[src/rtl/nx_stream_arbiter.sv]
// Four-way round-robin stream merger (N/E/S/W) with a single-entry registered
// output stage; one message per transfer, full throughput when downstream is ready.
module nx_stream_arbiter #(
    parameter int STREAM_WIDTH = 32
) (
    input  logic                    clk_i,
    input  logic                    rst_i,
    input  logic [STREAM_WIDTH-1:0] ib_north_data_i,
    input  logic                    ib_north_valid_i,
    output logic                    ib_north_ready_o,
    input  logic [STREAM_WIDTH-1:0] ib_east_data_i,
    input  logic                    ib_east_valid_i,
    output logic                    ib_east_ready_o,
    input  logic [STREAM_WIDTH-1:0] ib_south_data_i,
    input  logic                    ib_south_valid_i,
    output logic                    ib_south_ready_o,
    input  logic [STREAM_WIDTH-1:0] ib_west_data_i,
    input  logic                    ib_west_valid_i,
    output logic                    ib_west_ready_o,
    output logic [STREAM_WIDTH-1:0] ob_data_o,
    output logic [1:0]              ob_dir_o,
    output logic                    ob_valid_o,
    input  logic                    ob_ready_i,
    output logic                    idle_o
);

    logic [3:0]              req_vec;
    logic [3:0]              ready_vec;
    logic [1:0]              last_p0;
    logic                    vld_p0;
    logic [STREAM_WIDTH-1:0] data_p0;
    logic [1:0]              dir_p0;
    logic                    slot_free;
    logic                    grant_any;
    logic [1:0]              grant_dir;
    logic [1:0]              scan_idx;
    logic                    accept;
    logic [STREAM_WIDTH-1:0] grant_data;

    assign req_vec   = {ib_west_valid_i, ib_south_valid_i, ib_east_valid_i, ib_north_valid_i};
    assign slot_free = !vld_p0 || ob_ready_i;

    // Scan starts one past the last winner and wraps, so the winner drops to lowest priority.
    always_comb begin
        grant_any = 1'b0;
        grant_dir = 2'd0;
        scan_idx  = 2'd0;
        for (int k = 1; k <= 4; k++) begin
            scan_idx = last_p0 + 2'(k);
            if (!grant_any && req_vec[scan_idx]) begin
                grant_any = 1'b1;
                grant_dir = scan_idx;
            end
        end
    end

    // Gating on rst_i keeps every ready low while reset is held, independent of the clock.
    assign ready_vec = (grant_any && slot_free && rst_i) ? (4'b0001 << grant_dir) : 4'b0000;
    assign accept    = |ready_vec;

    assign ib_north_ready_o = ready_vec[0];
    assign ib_east_ready_o  = ready_vec[1];
    assign ib_south_ready_o = ready_vec[2];
    assign ib_west_ready_o  = ready_vec[3];

    always_comb begin
        grant_data = ib_north_data_i;
        case (grant_dir)
            2'd1:    grant_data = ib_east_data_i;
            2'd2:    grant_data = ib_south_data_i;
            2'd3:    grant_data = ib_west_data_i;
            default: grant_data = ib_north_data_i;
        endcase
    end

    // Stage p0: output register; an accept overrides a drain so there is no bubble.
    always_ff @(posedge clk_i or negedge rst_i) begin
        if (!rst_i) begin
            vld_p0  <= 1'b0;
            data_p0 <= '0;
            dir_p0  <= 2'd0;
            last_p0 <= 2'd3;
        end else if (accept) begin
            vld_p0  <= 1'b1;
            data_p0 <= grant_data;
            dir_p0  <= grant_dir;
            last_p0 <= grant_dir;
        end else if (ob_ready_i) begin
            vld_p0  <= 1'b0;
        end
    end

    assign ob_valid_o = vld_p0;
    assign ob_data_o  = data_p0;
    assign ob_dir_o   = dir_p0;
    assign idle_o     = !vld_p0 && (req_vec == 4'b0000);

endmodule
[config.mk]
export PLATFORM = sky130hd
export DESIGN_NAME = nx_stream_arbiter
export DESIGN_NICKNAME = d
export VERILOG_FILES = /design/src/rtl/nx_stream_arbiter.sv
export SDC_FILE = /design/constraint.sdc
export NUM_CORES = 1
export LEC_CHECK = 0
export ABC_AREA = 1
export ABC_CLOCK_PERIOD_IN_PS = 2900
export BUFFER_PORTS_ARGS = -buffer_cell sky130_fd_sc_hd__buf_2
export CAP_MARGIN = 10
export CORE_MARGIN = 1
export CORE_UTILIZATION = 40
export DETAILED_ROUTE_END_ITERATION = 10
export GPL_TIMING_DRIVEN = 0
export PLACE_DENSITY = 0.74
export RECOVER_POWER = 100
export SLEW_MARGIN = 10
export SYNTH_ARGS = -nofsm -noshare
export SYNTH_HDL_FRONTEND = slang
export SYNTH_SLANG_ARGS = --single-unit
[constraint.sdc]
create_clock -name clk_i -period 2.9 [get_ports clk_i]
set_input_delay 0.58 -clock clk_i [delete_from_list [all_inputs] [get_ports clk_i]]
set_output_delay 0.58 -clock clk_i [all_outputs]
set_load 0.01 [all_outputs]
==> impl_metrics.tcl <==
set metrics [dict create \
    synth_nets 667 \
    skew_ps 11.5 \
    design.core.area_mm2 0.00725 \
    routabilityCongestion 0.866 \
    overflow 0 \
    crit_required_ps 2320 \
    run_status "complete, no violations" \
    clk_latency_ps 300 \
    final.min_clock_period_ps 2750 \
    antenna_cells 0 \
    wl_met2_um 5100 \
    crit_top_cell "nand2_1" \
    start_util_pct 41.4 \
    cp.arrival_ps 2170 \
    fp-row-count 31 \
    cts_htree_levels 2 \
    yosys_warnings 0 \
    remaining_drc_errors 0 \
    route.met3.wl_um 646 \
    vias_per_cell 4.79 \
    finalCoreUtilization_pct 57.6 \
    cts_buffers 5 \
    path_delay_family "simple AND/OR/NAND/NOR gates" \
    cpPeakStageDelay_ps 560 \
    path_clk_slew_ps 80 \
    antenna_found_initial 0 \
    yosysUniqueCellTypes 20 \
    cp_num_buf_inv 4 \
    final_area_mm2 0.00418 \
    p_leak_nw 2.61 \
    crit_path_end_kind "output port" \
    crit_fanout 10 \
    start_kind "flop" \
    hold-worst-slack_ps 163 \
    fillerInstances 781 \
    first_pass_iters 5 \
    cts_tree "done" \
    synth_top_area_share_pct 29.2 \
    grt_usage_pct 25.9 \
    hpwlAfterDp_um 7860 \
    critPathKind "reg2out" \
    clockRootBuffer "clkbuf_8" \
    drtIter0Drc 196 \
    max-clock-path-buffers 2 \
    cpMaxStageDelayCell "dfstp_2" \
    synth_seq_cells 37 \
    vias 3916 \
    wirelength_um 10200 \
    drv_slew 0 \
    hold_path.class "in2async" \
    layout_worst_path_cycle_share_pct 94.9 \
    grt_pass1_vias 3409 \
    syn_to_final_growth_pct 39.2 \
    grt_max_degree 39 \
    mappedNetlistArea_mm2 0.00300 \
    routedWlPerCell_um 12.5 \
    path_cells "inv_2 > nand2_1 > nand2_1 > nand2_1 > nand2_2 > inv_2 > nand4_1 > nand2_4 > buf_12 > nand2_1 > nor2_1 > buf_2" \
    grt_pass1_wl_um 15600 \
    fmax_mhz 363 \
    ir_drop_mv 0.537 \
    yosysSeqAreaShare_pct 30.9 \
    power_mw 5.46 \
    ios 175 \
    seq_area_um2 928 \
    dieArea_mm2 0.00786 \
    synth_area_leaders "dfrtp_1 (29%), nand2_1 (29%), nand3_1 (13%)" \
    syn_avg_cell_area_um2 5.64 \
    cts.sinks 37 \
    nNetsFinal 853 \
    die_x_um 88.6 \
    drv_cap 0 \
    worst_slew_pin_slew_ps 595 \
    wl_met1_um 4230 \
    route.top_layer_used "met4" \
    multi_input_area_mm2 0.00160 \
    placed_cell_area_mm2 0.00400 \
    ant_nets 0 \
    powerDensity_mw_per_mm2 1310 \
    cts_hold_buffers 0 \
    drive_gt1_share_pct 27.5 \
    slew-limit-headroom_pct 60.3 \
    synth_top_cell_by_area "dfrtp_1" \
    port_buffers 174 \
    hold_violations 0 \
    rsz0062_at_grt "true" \
    synthCells 532 \
    die_y_um 88.6 \
    setup_violations 0 \
]
[area by class of cell]
class,instances,area share (%)
clock inverter,3,1.11
timing repair buffer,182,21.3
buffer,24,3.98
inverter,94,8.53
sequential,37,22.2
multi-input combinational,374,38.2
tap,99,2.96
clock buffer,5,1.65
[sequential cells by signal, summed over array words and instances, names as in the netlist]
name / flops
ob_data_o: 32
last_p0: 2
ob_dir_o: 2
ob_valid_o: 1
[where the power goes]
| part | total [mW] | switching (mW) | internal [mW] | leakage (nW) |
|---|---|---|---|---|
| logic | 4.09 | 2.61 | 1.47 | 2.10 |
| registers | 0.921 | 0.145 | 0.777 | 0.453 |
| clock network | 0.455 | 0.197 | 0.257 | 0.0543 |
| total | 5.46 | 2.96 | 2.51 | 2.61 |
[final timing paths]
kind,start,endpoint,slack (ps),depth (start not counted)
worst max-delay path,last_p0[0],ib_east_ready_o,150,12
worst min register to register,ob_data_o[15],ob_data_o[15],480,2
worst min-delay path,rst_i,ob_data_o[8],160,1
max in group asynchronous,rst_i,last_p0[1],2420,1
min in group clk_i,ob_data_o[15],ob_data_o[15],480,2
worst max register to register,last_p0[0],ob_data_o[29],490,15
[Yosys cell counts, drive strengths merged]
library cell  instances
nand2               230
inv                  93
nand3                81
nor2                 39
dfrtp                35
o21ai                19
buf                  18
clkbuf                9
nand4                 3
dfstp                 2
a31oi                 1
clkinv                1
nor3                  1
[logic make-up (layout without fill, tap and decap cells)]
group           count (synthesis)  count (layout)  share of synthesized area, %
buf+inv                       121             308                          17.0
compound gates                 20              20                          3.38
simple gates                  354             354                          48.7
flops                          37              37                          30.9
[placed cells by master, fill, tap and decap left out, types with 3 or more instances in the layout]
cell,synthesis,layout
nand3_1,80,79
buf_4,3,8
buf_2,11,146
o21ai_0,19,19
nand4_1,3,3
clkbuf_8,0,5
nand2_2,1,6
clkbuf_1,9,44
dfrtp_1,35,35
buf_6,4,6
inv_1,80,80
inv_2,13,13
nand2_1,229,223
nor2_1,37,37
[worst register-to-register path: stages (launching register included)]
cell,delay (ps)
dfstp_2,560
inv_2,90
nand2_1,70
nand2_1,90
nand2_1,130
nand2_2,80
nor2_1,90
nand3_1,120
nand3_4,140
buf_4,130
buf_4,90
clkbuf_1,350
nand3_1,160
nand3_1,120
nand2_1,70
nand2_1,60
[per-stage QoR]
step / std cells / TNS [ps] / worst slack (ps)
3_5_place_dp: 805 / -4510 / -726
6_report: 818 / 0 / 147
2_1_floorplan: 532 / 0 / 494
5_1_grt: 818 / -10.1 / -7.30
4_1_cts: 812 / 0 / 0.456
3_3_place_gp: 805 / -3590 / -705
[repair_timing]
action                     CTS  global route
gates resized for setup      7            12
setup buffers                0             8
gates cloned                 0             0
setup endpoints to repair    4             4
pin swaps                    0             1
[per-layer routing]
metal / vias to the layer above / global-route usage (%)
met5: - / 0
met4: 0 / 9.24
met3: 23 / 4.94
met2: 164 / 45.3
met1: 1765 / 31.8
li1: 1964 / -
No activity file was read; power rests on OpenSTA's default activity.
